--- src/rtl/mux_scan_if.sv ---
// mux_scan_if: control, ADC handshake and sample bus of the mux scan sequencer
interface mux_scan_if #(
  parameter int ADDR_W = 6,
  parameter int DATA_W = 16
);
  logic              start;
  logic              stop;
  logic              continuous;
  logic [ADDR_W-1:0] addr_first;
  logic [ADDR_W-1:0] addr_last;
  logic [ADDR_W-1:0] addr;
  logic              adc_start;
  logic              adc_done;
  logic [DATA_W-1:0] adc_data;
  logic              sample_valid;
  logic [ADDR_W-1:0] sample_addr;
  logic [DATA_W-1:0] sample_data;
  logic              busy;
  logic              scan_done;
  logic              timeout_err;
  modport master (
    input  start, stop, continuous, addr_first, addr_last, adc_done, adc_data,
    output addr, adc_start, sample_valid, sample_addr, sample_data, busy, scan_done, timeout_err
  );
  modport slave (
    output start, stop, continuous, addr_first, addr_last, adc_done, adc_data,
    input  addr, adc_start, sample_valid, sample_addr, sample_data, busy, scan_done, timeout_err
  );
endinterface

--- src/rtl/mux_scan_sequencer.sv ---
// mux_scan_sequencer: steps the mux address through a channel window, settles, converts and tags samples
module mux_scan_sequencer #(
  parameter int ADDR_W        = 6,
  parameter int DATA_W        = 16,
  parameter int SETTLE_CYCLES = 200,
  parameter int ADC_TIMEOUT   = 1023
) (
  input logic        clk,
  input logic        rst_n,
  mux_scan_if.master bus
);
  typedef enum logic [1:0] {IDLE, SETTLE, CONVERT, WAIT_DONE} state_t;
  localparam logic [15:0] SETTLE_L = 16'(SETTLE_CYCLES);
  localparam logic [15:0] TO_L     = 16'(ADC_TIMEOUT);
  state_t            r_state;
  logic [15:0]       r_settle_cnt;
  logic [15:0]       r_to_cnt;
  logic [ADDR_W-1:0] r_addr;
  logic [ADDR_W-1:0] r_first;
  logic [ADDR_W-1:0] r_last;
  logic              r_cont;
  logic              r_stop_pending;
  logic              r_adc_start;
  logic              r_sample_valid;
  logic [ADDR_W-1:0] r_sample_addr;
  logic [DATA_W-1:0] r_sample_data;
  logic              r_scan_done;
  logic              r_timeout_err;
  logic              w_stop;
  logic              w_last;
  logic              w_wrap;
  logic              w_end;
  // a stop arriving in the advance cycle itself still ends the scan there
  assign w_stop = r_stop_pending | bus.stop;
  assign w_last = r_addr == r_last;
  assign w_wrap = w_last & r_cont & ~w_stop;
  assign w_end  = (w_last | w_stop) & ~w_wrap;
  // window settings are only meaningful once a start is accepted, so they carry no reset
  always_ff @(posedge clk)
    if (r_state == IDLE && bus.start) begin
      r_first <= bus.addr_first;
      r_last  <= bus.addr_last;
      r_cont  <= bus.continuous;
    end
  always_ff @(posedge clk or negedge rst_n)
    if (!rst_n) begin
      r_state        <= IDLE;
      r_settle_cnt   <= '0;
      r_to_cnt       <= '0;
      r_addr         <= '0;
      r_stop_pending <= 1'b0;
      r_adc_start    <= 1'b0;
      r_sample_valid <= 1'b0;
      r_sample_addr  <= '0;
      r_sample_data  <= '0;
      r_scan_done    <= 1'b0;
      r_timeout_err  <= 1'b0;
    end else begin
      r_adc_start    <= 1'b0;
      r_sample_valid <= 1'b0;
      r_scan_done    <= 1'b0;
      if (r_state != IDLE) r_stop_pending <= w_stop;
      case (r_state)
        IDLE:
          if (bus.start) begin
            r_addr        <= bus.addr_first;
            r_timeout_err <= 1'b0;
            r_settle_cnt  <= SETTLE_L;
            r_state       <= SETTLE;
          end
        SETTLE:
          if (r_settle_cnt == '0) r_state <= CONVERT;
          else r_settle_cnt <= r_settle_cnt - 16'd1;
        CONVERT: begin
          r_adc_start <= 1'b1;
          r_to_cnt    <= TO_L;
          r_state     <= WAIT_DONE;
        end
        WAIT_DONE:
          if (bus.adc_done || r_to_cnt == '0) begin
            if (bus.adc_done) begin
              r_sample_valid <= 1'b1;
              r_sample_addr  <= r_addr;
              r_sample_data  <= bus.adc_data;
            end else r_timeout_err <= 1'b1;
            if (w_end) begin
              r_scan_done    <= 1'b1;
              r_stop_pending <= 1'b0;
              r_state        <= IDLE;
            end else begin
              r_addr       <= w_wrap ? r_first : r_addr + ADDR_W'(1);
              r_settle_cnt <= SETTLE_L;
              r_state      <= SETTLE;
            end
          end else r_to_cnt <= r_to_cnt - 16'd1;
        default: r_state <= IDLE;
      endcase
    end
  assign bus.addr         = r_addr;
  assign bus.adc_start    = r_adc_start;
  assign bus.sample_valid = r_sample_valid;
  assign bus.sample_addr  = r_sample_addr;
  assign bus.sample_data  = r_sample_data;
  assign bus.busy         = r_state != IDLE;
  assign bus.scan_done    = r_scan_done;
  assign bus.timeout_err  = r_timeout_err;
endmodule

--- src/flat_wrapper.sv ---
// flat-port wrapper written by rule: the top's interface ports become plain ports
module mux_scan_sequencer_flat 
#(
  parameter int ADDR_W        = 6,
  parameter int DATA_W        = 16,
  parameter int SETTLE_CYCLES = 200,
  parameter int ADC_TIMEOUT   = 1023
)
  (clk, rst_n, bus_start, bus_stop, bus_continuous, bus_addr_first, bus_addr_last, bus_adc_done, bus_adc_data, bus_addr, bus_adc_start, bus_sample_valid, bus_sample_addr, bus_sample_data, bus_busy, bus_scan_done, bus_timeout_err);
  mux_scan_if #(.ADDR_W(ADDR_W), .DATA_W(DATA_W)) bus_i ();
  input logic clk;
  input logic rst_n;
  input wire logic [$bits(bus_i.start)-1:0] bus_start;
  input wire logic [$bits(bus_i.stop)-1:0] bus_stop;
  input wire logic [$bits(bus_i.continuous)-1:0] bus_continuous;
  input wire logic [$bits(bus_i.addr_first)-1:0] bus_addr_first;
  input wire logic [$bits(bus_i.addr_last)-1:0] bus_addr_last;
  input wire logic [$bits(bus_i.adc_done)-1:0] bus_adc_done;
  input wire logic [$bits(bus_i.adc_data)-1:0] bus_adc_data;
  output wire logic [$bits(bus_i.addr)-1:0] bus_addr;
  output wire logic [$bits(bus_i.adc_start)-1:0] bus_adc_start;
  output wire logic [$bits(bus_i.sample_valid)-1:0] bus_sample_valid;
  output wire logic [$bits(bus_i.sample_addr)-1:0] bus_sample_addr;
  output wire logic [$bits(bus_i.sample_data)-1:0] bus_sample_data;
  output wire logic [$bits(bus_i.busy)-1:0] bus_busy;
  output wire logic [$bits(bus_i.scan_done)-1:0] bus_scan_done;
  output wire logic [$bits(bus_i.timeout_err)-1:0] bus_timeout_err;
  assign bus_i.start = bus_start;
  assign bus_i.stop = bus_stop;
  assign bus_i.continuous = bus_continuous;
  assign bus_i.addr_first = bus_addr_first;
  assign bus_i.addr_last = bus_addr_last;
  assign bus_i.adc_done = bus_adc_done;
  assign bus_i.adc_data = bus_adc_data;
  assign bus_addr = bus_i.addr;
  assign bus_adc_start = bus_i.adc_start;
  assign bus_sample_valid = bus_i.sample_valid;
  assign bus_sample_addr = bus_i.sample_addr;
  assign bus_sample_data = bus_i.sample_data;
  assign bus_busy = bus_i.busy;
  assign bus_scan_done = bus_i.scan_done;
  assign bus_timeout_err = bus_i.timeout_err;
  mux_scan_sequencer #(.ADDR_W(ADDR_W), .DATA_W(DATA_W), .SETTLE_CYCLES(SETTLE_CYCLES), .ADC_TIMEOUT(ADC_TIMEOUT)) u_core (.clk(clk), .rst_n(rst_n), .bus(bus_i));
endmodule
--- config.mk ---
export PLATFORM = sky130hd
export DESIGN_NAME = mux_scan_sequencer_flat
export DESIGN_NICKNAME = d
export VERILOG_FILES = /design/src/rtl/mux_scan_if.sv /design/src/rtl/mux_scan_sequencer.sv /design/src/flat_wrapper.sv
export SDC_FILE = /design/constraint.sdc
export NUM_CORES = 1
export LEC_CHECK = 0
export ABC_CLOCK_PERIOD_IN_PS = 2140
export BUFFER_PORTS_ARGS = -buffer_cell sky130_fd_sc_hd__buf_2
export CORE_UTILIZATION = 30
export DETAILED_ROUTE_END_ITERATION = 10
export PLACE_DENSITY_LB_ADDON = 0.15
export RECOVER_POWER = 25
export SLEW_MARGIN = 20
export SYNTH_ARGS = -nofsm -noshare
export SYNTH_HDL_FRONTEND = slang
export SYNTH_SLANG_ARGS = --single-unit
export TNS_END_PERCENT = 5
--- constraint.sdc ---
create_clock -name clk -period 2.14 [get_ports clk]
set_input_delay 0.107 -clock clk [delete_from_list [all_inputs] [get_ports clk]]
set_output_delay 0.107 -clock clk [all_outputs]
set_load 0.01 [all_outputs]
# [Yosys cells after proc, flatten, opt, wreduce, memory -nomap -nowiden]
# Cells that the tools add are included.
[word_totals] regBits=80 latch_bits=0 ram_bits=0 romBits=0 input_bits=34 output_inout_bits=33 word_cells=82 n_memories=0
[classes] n_addsub=3 mul=0 div=0 n_lt_le_gt_ge=0 eq_ne=11 shifts=0 muxes=32 bitwise=7 reduce_logical=15
[op_table] op="two-way mux 16 bit" count=5
[op_table] op="one-hot mux 16 bit (3 select lines)" count=1
[op_table] op="logical NOT 16 bit" count=2
[op_table] op="one-hot mux 16 bit (2 select lines)" count=1
[op_table] op="subtractor 16 x 1 -> 16 bit (second input constant)" count=2
[op_table] op="two-way mux 6 bit" count=4
[op_table] op="two-way mux 1 bit" count=15
[op_table] op="one-hot mux 6 bit (2 select lines)" count=1
[op_table] op="inequality test 2 bit (second input constant)" count=5
[op_table] op="one-hot mux 2 bit (4 select lines)" count=1
[op_table] op="AND reduction 4 bit" count=2
[op_table] op="adder 6 x 1 -> 6 bit (second input constant)" count=1
[op_table] op="equality test 6 bit" count=1
[op_table] op="two-way mux 2 bit" count=3
[op_table] op="AND reduction 3 bit" count=2
[op_table] op="nonzero test 2 bit" count=3
[op_table] op="AND reduction 5 bit" count=1
[op_table] op="equality test 2 bit (second input constant)" count=2
[op_table] op="inequality test 2 x 1 -> 1 bit (second input constant)" count=2
[op_table] op="bitwise AND 1 bit" count=3
[op_table] op="nonzero test 3 bit" count=1
[op_table] op="equality test 2 x 1 -> 1 bit (second input constant)" count=1
[op_table] op="logical NOT 2 bit" count=1
[op_table] op="NOT 1 bit" count=2
[op_table] op="other kinds (5)" count=6

# [Depth between registers and ports, before layout]
# Gate-level depths: netlist (run 1).
[logic_depth] depth_word=8 ltp_mapped=9 mapped_depth_nobuf=8

# [Least setup slack after synthesis (run 1)]
# OpenSTA, ideal clock, no wires.
[synth_timing] path_kind="reg-to-reg" from="register u_core.r_state[0]" to="register u_core.r_settle_cnt[15]" setup_time_ns=0.069 arrival_ns=2.302 required_ns=2.071 setup_slack_ns=-0.231 path_stages_with_launch=9 n_path_buf=2 synth_period_minus_slack_ns=2.371 cell_sequence="dfrtp_1 > ha_1 > clkbuf_1 > nor2b_1 > a41o_1 > or4_1 > buf_2 > or4_1 > nand3_1"
[synth_via] elab_chain_cells=3 elab_cells_between_ends=10 classes_between="6 x eq/ne; 1 x mux; 3 x reduce/logical"
[synth_rtl] element="from (decl)" line_no="mux_scan_sequencer.sv:15" rtl="state_t r_state;"
[synth_rtl] element="from (signal assigned)" line_no="mux_scan_sequencer.sv:47" rtl="r_state <= IDLE;"
[synth_rtl] element="from (signal assigned)" line_no="mux_scan_sequencer.sv:69" rtl="r_state <= SETTLE;"
[synth_rtl] element="from (signal assigned)" line_no="mux_scan_sequencer.sv:72" rtl="if (r_settle_cnt == '0) r_state <= CONVERT;"
[synth_rtl] element="equality test 2 x 1 -> 1 bit, or another cell as far along" line_no="mux_scan_sequencer.sv:63" rtl="case (r_state)"
[synth_rtl] element="inequality test 2 bit (no source line), or another cell as far along"
[synth_rtl] element="AND reduction 5 bit (no source line)"
[synth_rtl] element="to (signal assigned)" line_no="mux_scan_sequencer.sv:73" rtl="else r_settle_cnt <= r_settle_cnt - 16'd1;"
[synth_rtl] element="to (decl)" line_no="mux_scan_sequencer.sv:16" rtl="logic [15:0] r_settle_cnt;"
# Several ways; a longest one is shown, not always the timed one.
# A chain may end at the register's enable or synchronous reset.

# [Final worst setup path (run 1)]
[layout_timing] from="register u_core.r_to_cnt[2]" to="register u_core.r_settle_cnt[15]"
[layout_via] elab_chain_cells=4
[layout_rtl] element="from (decl)" line_no="mux_scan_sequencer.sv:17" rtl="logic [15:0] r_to_cnt;"
[layout_rtl] element="from (signal assigned)" line_no="mux_scan_sequencer.sv:95" rtl="end else r_to_cnt <= r_to_cnt - 16'd1;"
[layout_rtl] element="logical NOT 16 bit" line_no="mux_scan_sequencer.sv:80" rtl="if (bus.adc_done || r_to_cnt == '0) begin"
[layout_rtl] element="logical OR 1 bit" line_no="mux_scan_sequencer.sv:80"
[layout_rtl] element="inequality test 2 x 1 -> 1 bit (no source line)"
[layout_rtl] element="AND reduction 5 bit (no source line)"
# No other way between the ends.

==> results of run 1 <==
==> layer usage <==
| metal | wire [µm] | GRT usage (%) | vias to the layer above |
|---|---|---|---|
| met2 | 4454 | 23.75 | 52 |
| li1 | - | - | 1599 |
| met3 | 265 | 3.452 | 11 |
| met1 | 4340 | 18.63 | 1530 |
| met5 | 0 | 0 | - |
| met4 | 142 | 5.628 | 0 |
==> repair_timing <==
action,4_1_cts,5_1_grt
cloned,0,0
endpoints found under the hold margin,48,0
setup endpoints to repair,24,26
hold buffers,29,0
setup buffers,0,0
pin swaps,0,2
gates resized for setup,9,12
==> power by group through the flow <==
stage / Clock, mW / Sequential (mW) / Combinational, mW
global placement: 0 / 2.23 / 2.94
detailed placement: 0 / 2.24 / 2.96
floorplan: 0 / 2.43 / 1.51
CTS: 1.62 / 2.22 / 3.05
finish: 1.57 / 2.23 / 3.07
global route: 1.68 / 2.28 / 3.43
==> synth_stat cells, drive strengths merged, types with 2 or more instances <==
master / n
o21a: 2
xor2: 16
a31oi: 6
edfxtp: 13
ha: 9
nor4: 11
mux2i: 9
nand2b: 2
or3: 3
nor2: 32
nand3b: 3
nor2b: 3
nand3: 20
nand4: 4
buf: 5
inv: 13
and2: 2
and3: 2
nor3: 7
dfrtp: 67
o31a: 3
o41ai: 2
clkbuf: 14
nand2: 21
xnor2: 4
o22a: 3
or4: 2
o31ai: 5
a21oi: 18
o21ai: 19
nand4b: 2
mux2: 26
==> metrics by stage <==
stage          std cells  hold slack (ps)  setup TNS [ps]  power [mW]  setup slack (ps)
2_1_floorplan        357           -188.6           -1575       3.945            -207.4
5_1_grt              689            2.025           -3060       7.394            -223.8
3_3_place_gp         644            117.8           -1147       5.169            -140.9
6_report             689            13.84          -239.3       6.867            -108.9
4_1_cts              689            6.027          -350.8       6.889            -119.6
3_5_place_dp         644            115.0           -1857       5.203            -184.0
==> layout make-up <==
type | instances | area, µm² | area share, %
clock buffer | 11 | 242.7 | 4.409
clock inverter | 5 | 62.56 | 1.136
inverter | 13 | 48.80 | 0.8864
multi-input combinational | 245 | 1750 | 31.80
sequential | 80 | 2067 | 37.55
tap | 172 | 215.2 | 3.909
timing repair buffer | 163 | 1119 | 20.32
==> how the worst min path moves through the flow <==
stage               slack, ps                         end  depth (start not counted)             from
detailed placement        120  u_core.bus.sample_data[15]                          1            rst_n
CTS                         6   u_core.bus.sample_data[0]                          2  bus_adc_data[0]
global placement          120   u_core.bus.sample_data[5]                          1            rst_n
global route                2   u_core.bus.sample_data[0]                          2  bus_adc_data[0]
finish                     10   u_core.bus.sample_data[0]                          2  bus_adc_data[0]
floorplan                -190        u_core.bus.adc_start                          0            rst_n
==> kinds of logic (layout without fill, tap and decap cells) <==
| kind of cell | after synthesis | count (layout) | share of synthesized area (%) |
|---|---|---|---|
| AOI/OAI and AO/OA | 64 | 64 | 10.25 |
| xor gates and xnor gates | 20 | 20 | 4.526 |
| buffers and inverters | 32 | 192 | 3.168 |
| and+or+nand+nor | 117 | 117 | 15.84 |
| DFF | 80 | 80 | 53.41 |
| muxes | 35 | 35 | 9.893 |
| adders and majority gates | 9 | 9 | 2.910 |
==> worst max-delay path: stages (launching register included) <==
cell	delay, ps
dfrtp_1	400
nor4_4	320
nand2_2	80
o31a_1	310
or4_4	510
or4_1	470
nand3_1	90
==> registers in the layout (all words and copies together), names as in the netlist <==
| name | cells |
|---|---|
| u_core.bus.sample_data | 16 |
| u_core.r_to_cnt | 16 |
| u_core.bus.timeout_err | 1 |
| u_core.r_stop_pending | 1 |
| u_core.bus.adc_start | 1 |
| u_core.r_last | 6 |
| u_core.r_state | 2 |
| u_core.bus.scan_done | 1 |
| u_core.bus.sample_valid | 1 |
| u_core.bus.addr | 6 |
| u_core.bus.sample_addr | 6 |
| u_core.r_settle_cnt | 16 |
| u_core.r_cont | 1 |
| u_core.r_first | 6 |
==> cell usage in the layout (no fill, tap or decap), drive strengths merged, types with 2 or more instances in the layout <==
cell type and instances:
dfrtp 67, dlygate4sd3 29, inv 15, a31oi 6, o21ai 19, edfxtp 13, and2 2, or4 2
nand3b 3, nor2b 3, xnor2 4, nor2 32, nand3 20, nand2 21, nand4 4, clkbuf 25
a21oi 18, nor3 7, o21a 2, mux2 26, nand2b 2, nand4b 2, clkinv 2, o22a 3
xor2 16, and3 2, o41ai 2, o31ai 5, buf 120, nor4 11, ha 9, or3 3
mux2i 9, o31a 3
==> flow_summary.toml, run 1 <==
[power_and_ir_drop]
seqPwrFrac_pct = 32.4
power_frac_comb_pct = 44.8
pwr-share-clk_pct = 22.8
leakagePower_nw = 2.403
p_sw_mw = 2.423
swShare_pct = 35.28
p_int_mw = 4.444
power_density_nw_per_um2 = 1247
irDropWorstVdd_mv = 0.5292

[worst_setup_path]
start_kind = "flip-flop"
arrival_ps = 2520
endpoint_kind = "flip-flop"
reg2reg_depth = 6
crit_path_end = "u_core.r_settle_cnt[15]"
required_ps = 2410
r2r-end = "u_core.r_settle_cnt[15]"
critPathKind = "flip-flop to flip-flop"
cp_max_fo = 4
ff2ff_setup_slack_ps = -110
startpoint = "u_core.r_to_cnt[2]"
rr_startpoint = "u_core.r_to_cnt[2]"

[cts]
clk_pin_slew_worst_paths_ps = 60
cts_tree = "done"
numCtsBuffers = 9
clock_tree.root_cell = "clkbuf_16"
clock_sinks = 80
clk_path_buf_depth = 2
clk_latency_ps = 340
h-tree-depth = 3

[detailed_routing]
firstDrtPassIters = 4
ant_nets = 0
via_count = 3192
routedWlPerCell_um = 13.36
wl_um = 9203
routed_via_density = 4.633
remaining_drc_errors = 0
drt_iter0_drc = 130

[floorplan]
rows = 41
chipHeight_um = 115.6
io_pins = 67
coreArea_um2 = 12620
dieArea_um2 = 13360
fp.dieW_um = 115.6
initial_core_util_pct = 30.67

[logic_synthesis]
yosysWarnings = 0
yosysSeqAreaShare_pct = 53.41
ys.flop_type = "dfrtp_1"
synth_nets = 400
synth_area_um2 = 3870
yosysTopAreaCell = "dfrtp_1"
async_flop_share_pct = 83.75
syn_inst = 357
synth_area_leaders = "dfrtp_1, edfxtp_1, mux2_2, xor2_1, nor2_1"
synth_seq_cells = 80
ys_types = 46
synth_edf_count = 13
yosysTopAreaCellShare_pct = 43.32
syn_avg_cell_area_um2 = 10.84

[global_routing]
grt_usage_pct = 14.54
grt-ovfl-total = 0
antenna_found_initial = 0
grt_pass1_wl_um = 14860
grt_pass1_vias = 3069
grt_max_degree = 34

[job]
maxCapViolCount = 0

[timing]
worstMarginPinSlew_ps = 1160
finalMaxSlewViolations = 0
worst_slack_ps = -108.9
finalCriticalPeriod_ps = 2249
skew_ps = 6.556
relSlewSlack_pct = 22.70
period_share_pct = 105.1
hold_violations = 0
final-setup-viol-count = 8
rsz0062_at_grt = "yes"
max_clock_freq_mhz = 444.7

[place]
io_buffers = 66
dp_hpwl_um = 6506
placed_area_um2 = 4871
gp_congestion = 0.7854

[cells_and_area]
drive_above_1_share_pct = 33.66
diodes = 0
fill_cells = 1250
nets = 555
syn2layout_area_growth_pct = 42.26
fin_util_pct = 43.62
design_area_um2 = 5505

[status]
violations = "setup timing"
outcome = "finished, violations left"

[min_path]
hold_path_class = "input pin to flip-flop"
Power figures use the tool's default switching activity.
==> inputs of run 2 (changes only) <==
--- a/config.mk
+++ b/config.mk
@@ -5,7 +5,7 @@
 export SDC_FILE = /design/constraint.sdc
 export NUM_CORES = 1
 export LEC_CHECK = 0
-export ABC_CLOCK_PERIOD_IN_PS = 2140
+export ABC_CLOCK_PERIOD_IN_PS = 2050
 export BUFFER_PORTS_ARGS = -buffer_cell sky130_fd_sc_hd__buf_2
 export CORE_UTILIZATION = 30
 export DETAILED_ROUTE_END_ITERATION = 10
==> constraint.sdc (replaced) <==
create_clock -name clk -period 2.05 [get_ports clk]
set_input_delay 0.1025 -clock clk [delete_from_list [all_inputs] [get_ports clk]]
set_output_delay 0.1025 -clock clk [all_outputs]
set_load 0.01 [all_outputs]
==> flow_summary.toml, run 2 (same netlist as run 1, synthesis figures left out) <==
[detailed_routing]
routed_via_density = 4.573
remaining_drc_errors = 0
wl_um = 9322
routedWlPerCell_um = 13.32
via_count = 3201
drt_iter0_drc = 105
ant_nets = 0
firstDrtPassIters = 4

[timing]
skew_ps = 9.076
hold_violations = 0
finalMaxSlewViolations = 0
worstMarginPinSlew_ps = 952.1
rsz0062_at_grt = "yes"
finalCriticalPeriod_ps = 2239
fin_setup_tns_ps = -2271
period_share_pct = 109.2
relSlewSlack_pct = 36.53
final-setup-viol-count = 22
hold_slack_ps = 17.94
max_clock_freq_mhz = 446.6
worst_slack_ps = -189.0

[cells_and_area]
nets = 566
layout.cells.most_common = "buf_4"
fin_util_pct = 44.43
final_cell_count_no_fill = 700
design_area_um2 = 5607
drive_above_1_share_pct = 36.74
most-common-layout-cells = "buf_4, dfrtp_1, buf_2, nor2_1, dlygate4sd3_1"
diodes = 0
syn2layout_area_growth_pct = 44.88

[status]
outcome = "finished, violations left"
violations = "setup timing"

[power_and_ir_drop]
power_density_nw_per_um2 = 1297
power.total_mw = 7.270
irDropWorstVdd_mv = 0.5244
leakagePower_nw = 2.470

[worst_setup_path]
r2r-end = "u_core.r_settle_cnt[15]"
required_ps = 2330
reg2reg_depth = 6
start_kind = "flip-flop"
cp_max_fo = 4
endpoint_kind = "flip-flop"
rr_startpoint = "u_core.r_to_cnt[8]"
critPathKind = "flip-flop to flip-flop"
arrival_ps = 2520
ff2ff_setup_slack_ps = -190
startpoint = "u_core.r_to_cnt[8]"

[global_routing]
grt_pass1_wl_um = 14880
grt_usage_pct = 14.59
grt_max_degree = 68
grt_pass1_vias = 3028
grt-ovfl-total = 0
antenna_found_initial = 0

[floorplan]
chipHeight_um = 115.6
io_pins = 67
fp.dieW_um = 115.6
coreArea_um2 = 12620
dieArea_um2 = 13360
rows = 41
initial_core_util_pct = 30.67

[place]
dp_hpwl_um = 6440
placed_area_um2 = 4959
post-place-ws_ps = -244.8
place_inst = 654
gp_congestion = 0.8132
io_buffers = 66

[cts]
h-tree-depth = 3
clk_pin_slew_worst_paths_ps = 60
cts_setup_buffers = 0
clock_tree.root_cell = "clkbuf_16"
cts_tree = "done"
numCtsBuffers = 9
clk_path_buf_depth = 2
clock_sinks = 80
clk_latency_ps = 340

[min_path]
hold_path_class = "input pin to flip-flop"
worstHoldEndpoint = "u_core.r_stop_pending"
holdCritStartpoint = "bus_stop"
holdPathStages = 3

[job]
maxCapViolCount = 0
==> run 2: cell count changes in the layout (fill, tap and decap cells not counted), sizes merged <==
cell / change
dlygate4sd3: +1
clkbuf: -8
clkinvlp: +2
buf: +17
inv: -1
==> run 2: cell type report <==
type | instances | area [µm²]
tap | 172 | 215.2
timing repair buffer | 174 | 1226
multi-input combinational | 245 | 1753
clock inverter | 6 | 67.56
fill | 1222 | 7013
clock buffer | 10 | 229.0
inverter | 13 | 48.80
sequential | 80 | 2067
==> run 2: worst max-delay path by stage <==
stage | endpoint | slack (ps) | cells after the start
final | u_core.r_settle_cnt[15] | -190 | 6
after global routing | u_core.r_settle_cnt[15] | -280 | 6
after CTS | u_core.r_settle_cnt[15] | -190 | 6
after detailed placement | u_core.r_settle_cnt[15] | -240 | 6
after global placement | u_core.r_settle_cnt[15] | -200 | 6
after floorplan | u_core.r_settle_cnt[15] | -300 | 8
==> run 2: where the power goes <==
| group | switching [mW] | total [mW] | internal (mW) |
|---|---|---|---|
| clock | 0.668 | 1.62 | 0.948 |
| combinational | 1.67 | 3.34 | 1.67 |
| sequential | 0.236 | 2.32 | 2.08 |
| total | 2.57 | 7.27 | 4.70 |
==> run 2: worst max-delay path, cell delays in order, from the launching register on <==
cell,delay (ps)
dfrtp_1,410
nor4_4,320
nand2_2,90
o31a_1,300
or4_4,500
or4_1,470
nand3_1,90
==> run 2: repair_timing <==
action,CTS,global route
hold endpoints to repair,96,0
hold buffers,30,0
resized for setup,10,8
endpoints found under the setup margin,26,26
pin swaps,1,1
==> run 2: layer usage <==
layer / track usage (%) / part of all wire [%]
met1: 19.55 / 48
met2: 22.48 / 47
met3: 3.033 / 2.5
met4: 7.013 / 1.9
met5: 0 / 0
==> inputs of run 3 (changes only) <==
--- a/config.mk
+++ b/config.mk
@@ -5,12 +5,14 @@
 export SDC_FILE = /design/constraint.sdc
 export NUM_CORES = 1
 export LEC_CHECK = 0
+export ABC_AREA = 1
 export ABC_CLOCK_PERIOD_IN_PS = 2050
 export BUFFER_PORTS_ARGS = -buffer_cell sky130_fd_sc_hd__buf_2
 export CORE_UTILIZATION = 30
 export DETAILED_ROUTE_END_ITERATION = 10
 export PLACE_DENSITY_LB_ADDON = 0.15
 export RECOVER_POWER = 25
+export SETUP_SLACK_MARGIN = 0.2
 export SLEW_MARGIN = 20
 export SYNTH_ARGS = -nofsm -noshare
 export SYNTH_HDL_FRONTEND = slang
==> flow_summary.toml, run 3 <==
[status]
outcome = "completed"

[logic_synthesis]
synth_area_leaders = "dfrtp_1, nand2_1, edfxtp_1, o21ai_2, inv_1"
synthMostInstantiatedCell = "nand2_1"
syn_inst = 550
synth_adder_area_share_pct = 2.531
synth_edf_count = 13
yosysTopAreaCell = "dfrtp_1"
yosysWarnings = 0
ys.flop_type = "dfrtp_1"
ys_types = 35
yosys.area_share.simple_pct = 31.75
async_flop_share_pct = 83.75
synth_nets = 593
synth-xor-area-share_pct = 4.134
yosysTopAreaCellShare_pct = 37.68
synthMuxAreaShare_pct = 0
synth_seq_cells = 80
synth_area_um2 = 4449
ys_top_cells_by_count = "nand2_1, dfrtp_1, inv_1"
synth_compound_area_share_pct = 7.677
yosysSeqAreaShare_pct = 46.46
syn_avg_cell_area_um2 = 8.090
synth_top_family_by_area = "simple AND/OR/NAND/NOR gates"

[global_routing]
grt_pass1_vias = 3469
grt-ovfl-total = 0
antenna_found_initial = 0
grt_pass1_wl_um = 17020
grt_max_degree = 68
grt_usage_pct = 14.69

[timing]
finalMaxSlewViolations = 0
rsz0062_at_grt = "yes"
final-setup-viol-count = 0
worstMarginPinSlew_ps = 944.7
hold_violations = 0
finalCriticalPeriod_ps = 1745
fin_setup_tns_ps = 0
skew_ps = 6.570
period_share_pct = 85.12
max_clock_freq_mhz = 573.1
relSlewSlack_pct = 37.02

[cts]
clk_latency_ps = 350
numCtsBuffers = 9
cts_tree = "done"
clock_tree.root_cell = "clkbuf_16"
clk_path_buf_depth = 2
h-tree-depth = 3
clk_pin_slew_worst_paths_ps = 60
clock_sinks = 80

[cells_and_area]
layout.cells.most_common = "nand2_1"
nets = 708
multi_input_area_um2 = 2108
syn2layout_area_growth_pct = 29.67
ff_latch_area_um2 = 2072
fill_cells = 1465
drive_above_1_share_pct = 24.33
most-common-layout-cells = "nand2_1, dfrtp_1, buf_2, inv_1, nor2_1"
diodes = 0

[worst_setup_path]
cp_max_fo = 16
arrival_ps = 1980
critPathSlowestCell = "dfrtp_1"
crit_buf_inv = 3
worst_path_dominant_cell_family = "simple AND/OR/NAND/NOR gates"
critPathKind = "flip-flop to flip-flop"
endpoint_kind = "flip-flop"
start_kind = "flip-flop"
worstPathCellList = "inv_2, ha_1, nor3b_4, nand3_2, nand2_2, nor2_4, clkinv_4, nand3_4, clkbuf_16, o21ai_2"
critical-path-max-stage-delay_ps = 390
required_ps = 2280

[power_and_ir_drop]
power_density_nw_per_um2 = 1378
irDropWorstVdd_mv = 0.4874
leakagePower_nw = 2.847
power.total_mw = 7.952

[min_path]
hold_path_class = "input pin to flip-flop"

[detailed_routing]
drt_iter0_drc = 201
via_count = 3823
firstDrtPassIters = 4
ant_nets = 0
remaining_drc_errors = 0
wl_um = 10780
routedWlPerCell_um = 12.63
routed_via_density = 4.477

[place]
gp_congestion = 0.8224
dp_hpwl_um = 7168
io_buffers = 66

[floorplan]
dieArea_um2 = 15320
io_pins = 67
initial_core_util_pct = 30.73
chipHeight_um = 123.8
rows = 44
fp.dieW_um = 123.8
coreArea_um2 = 14480

[job]
maxCapViolCount = 0
[run 3: changes by cell type in the layout (fill, tap and decap cells not counted), moves of 14 or more]
cell and delta:
mux2_2 -26, inv_1 +37, nor2_1 +14, buf_4 -58
nand3_1 +14, nand2_1 +171, o21ai_2 +23
[run 3: where the power goes]
part | internal, mW | switching [mW]
Combinational | 1.42 | 2.29
Sequential | 2.15 | 0.414
Clock | 1.02 | 0.655
Total | 4.59 | 3.36
[run 3: final cells by class]
cell class                      count  share of cell area [%]
Clock buffer                       12                   4.468
Clock inverter                      4                  0.9109
Inverter                           61                   4.056
Multi-Input combinational cell    396                   36.54
Sequential cell                    80                   35.91
Tap cell                          184                   3.990
Timing Repair Buffer              117                   14.12
[run 3: tightest hold or removal path, stage by stage]
cell	delay, ps
buf_2	90
a21oi_1	60
nor2_1	90
[run 3: metrics by stage]
step                      instances  setup slack, ps  hold WS (ps)  util (%)  area [µm²]
after floorplan                 550            349.8        -193.1         -        4449
after global placement          797            226.3         158.2     34.65        5017
after detailed placement        797            183.4         161.8     34.65        5017
after CTS                       843            172.0         21.23     38.93        5637
after global routing            854            179.5         40.95     39.85        5769
final                           854            305.1         30.98     39.85        5769
[run 3: final timing paths]
kind / startpoint / endpoint / slack (ps) / cells after the start
setup reg to reg: u_core.r_to_cnt[0] / u_core.r_settle_cnt[0] / 310 / 10
hold / removal: bus_stop / u_core.r_stop_pending / 30 / 3
max in group asynchronous: rst_n / u_core.bus.addr[4] / 850 / 3
hold reg to reg: u_core.bus.sample_data[3] / u_core.bus.sample_data[3] / 480 / 2
min in group asynchronous: rst_n / u_core.bus.sample_addr[3] / 540 / 3
setup / recovery: u_core.r_to_cnt[0] / u_core.r_settle_cnt[0] / 310 / 10
[run 3: cells by family after synthesis]
group,after synthesis
adders and majority gates,9
DFF,80
AOI/OAI and AO/OA,50
xor gates and xnor gates,21
and+or+nand+nor,315
buffers and inverters,75
[run 3: layer usage]
layer / global-route usage, % / wire length, µm / part of all wire, % / vias up
li1: - / - / - / 1972
met1: 19.16 / 5326 / 49 / 1765
met5: 0 / 0 / 0 / -
met4: 5.572 / 173 / 1.6 / 0
met2: 22.88 / 4784 / 44 / 70
met3: 4.258 / 499 / 4.6 / 16
[run 3: timing repair]
item	in CTS	in global routing
setup buffers	0	9
endpoints found under the setup margin	2	40
pin swaps	0	6
gates resized for setup	1	23
gates cloned	0	2
endpoints found under the hold margin	96	0
hold buffers	30	0
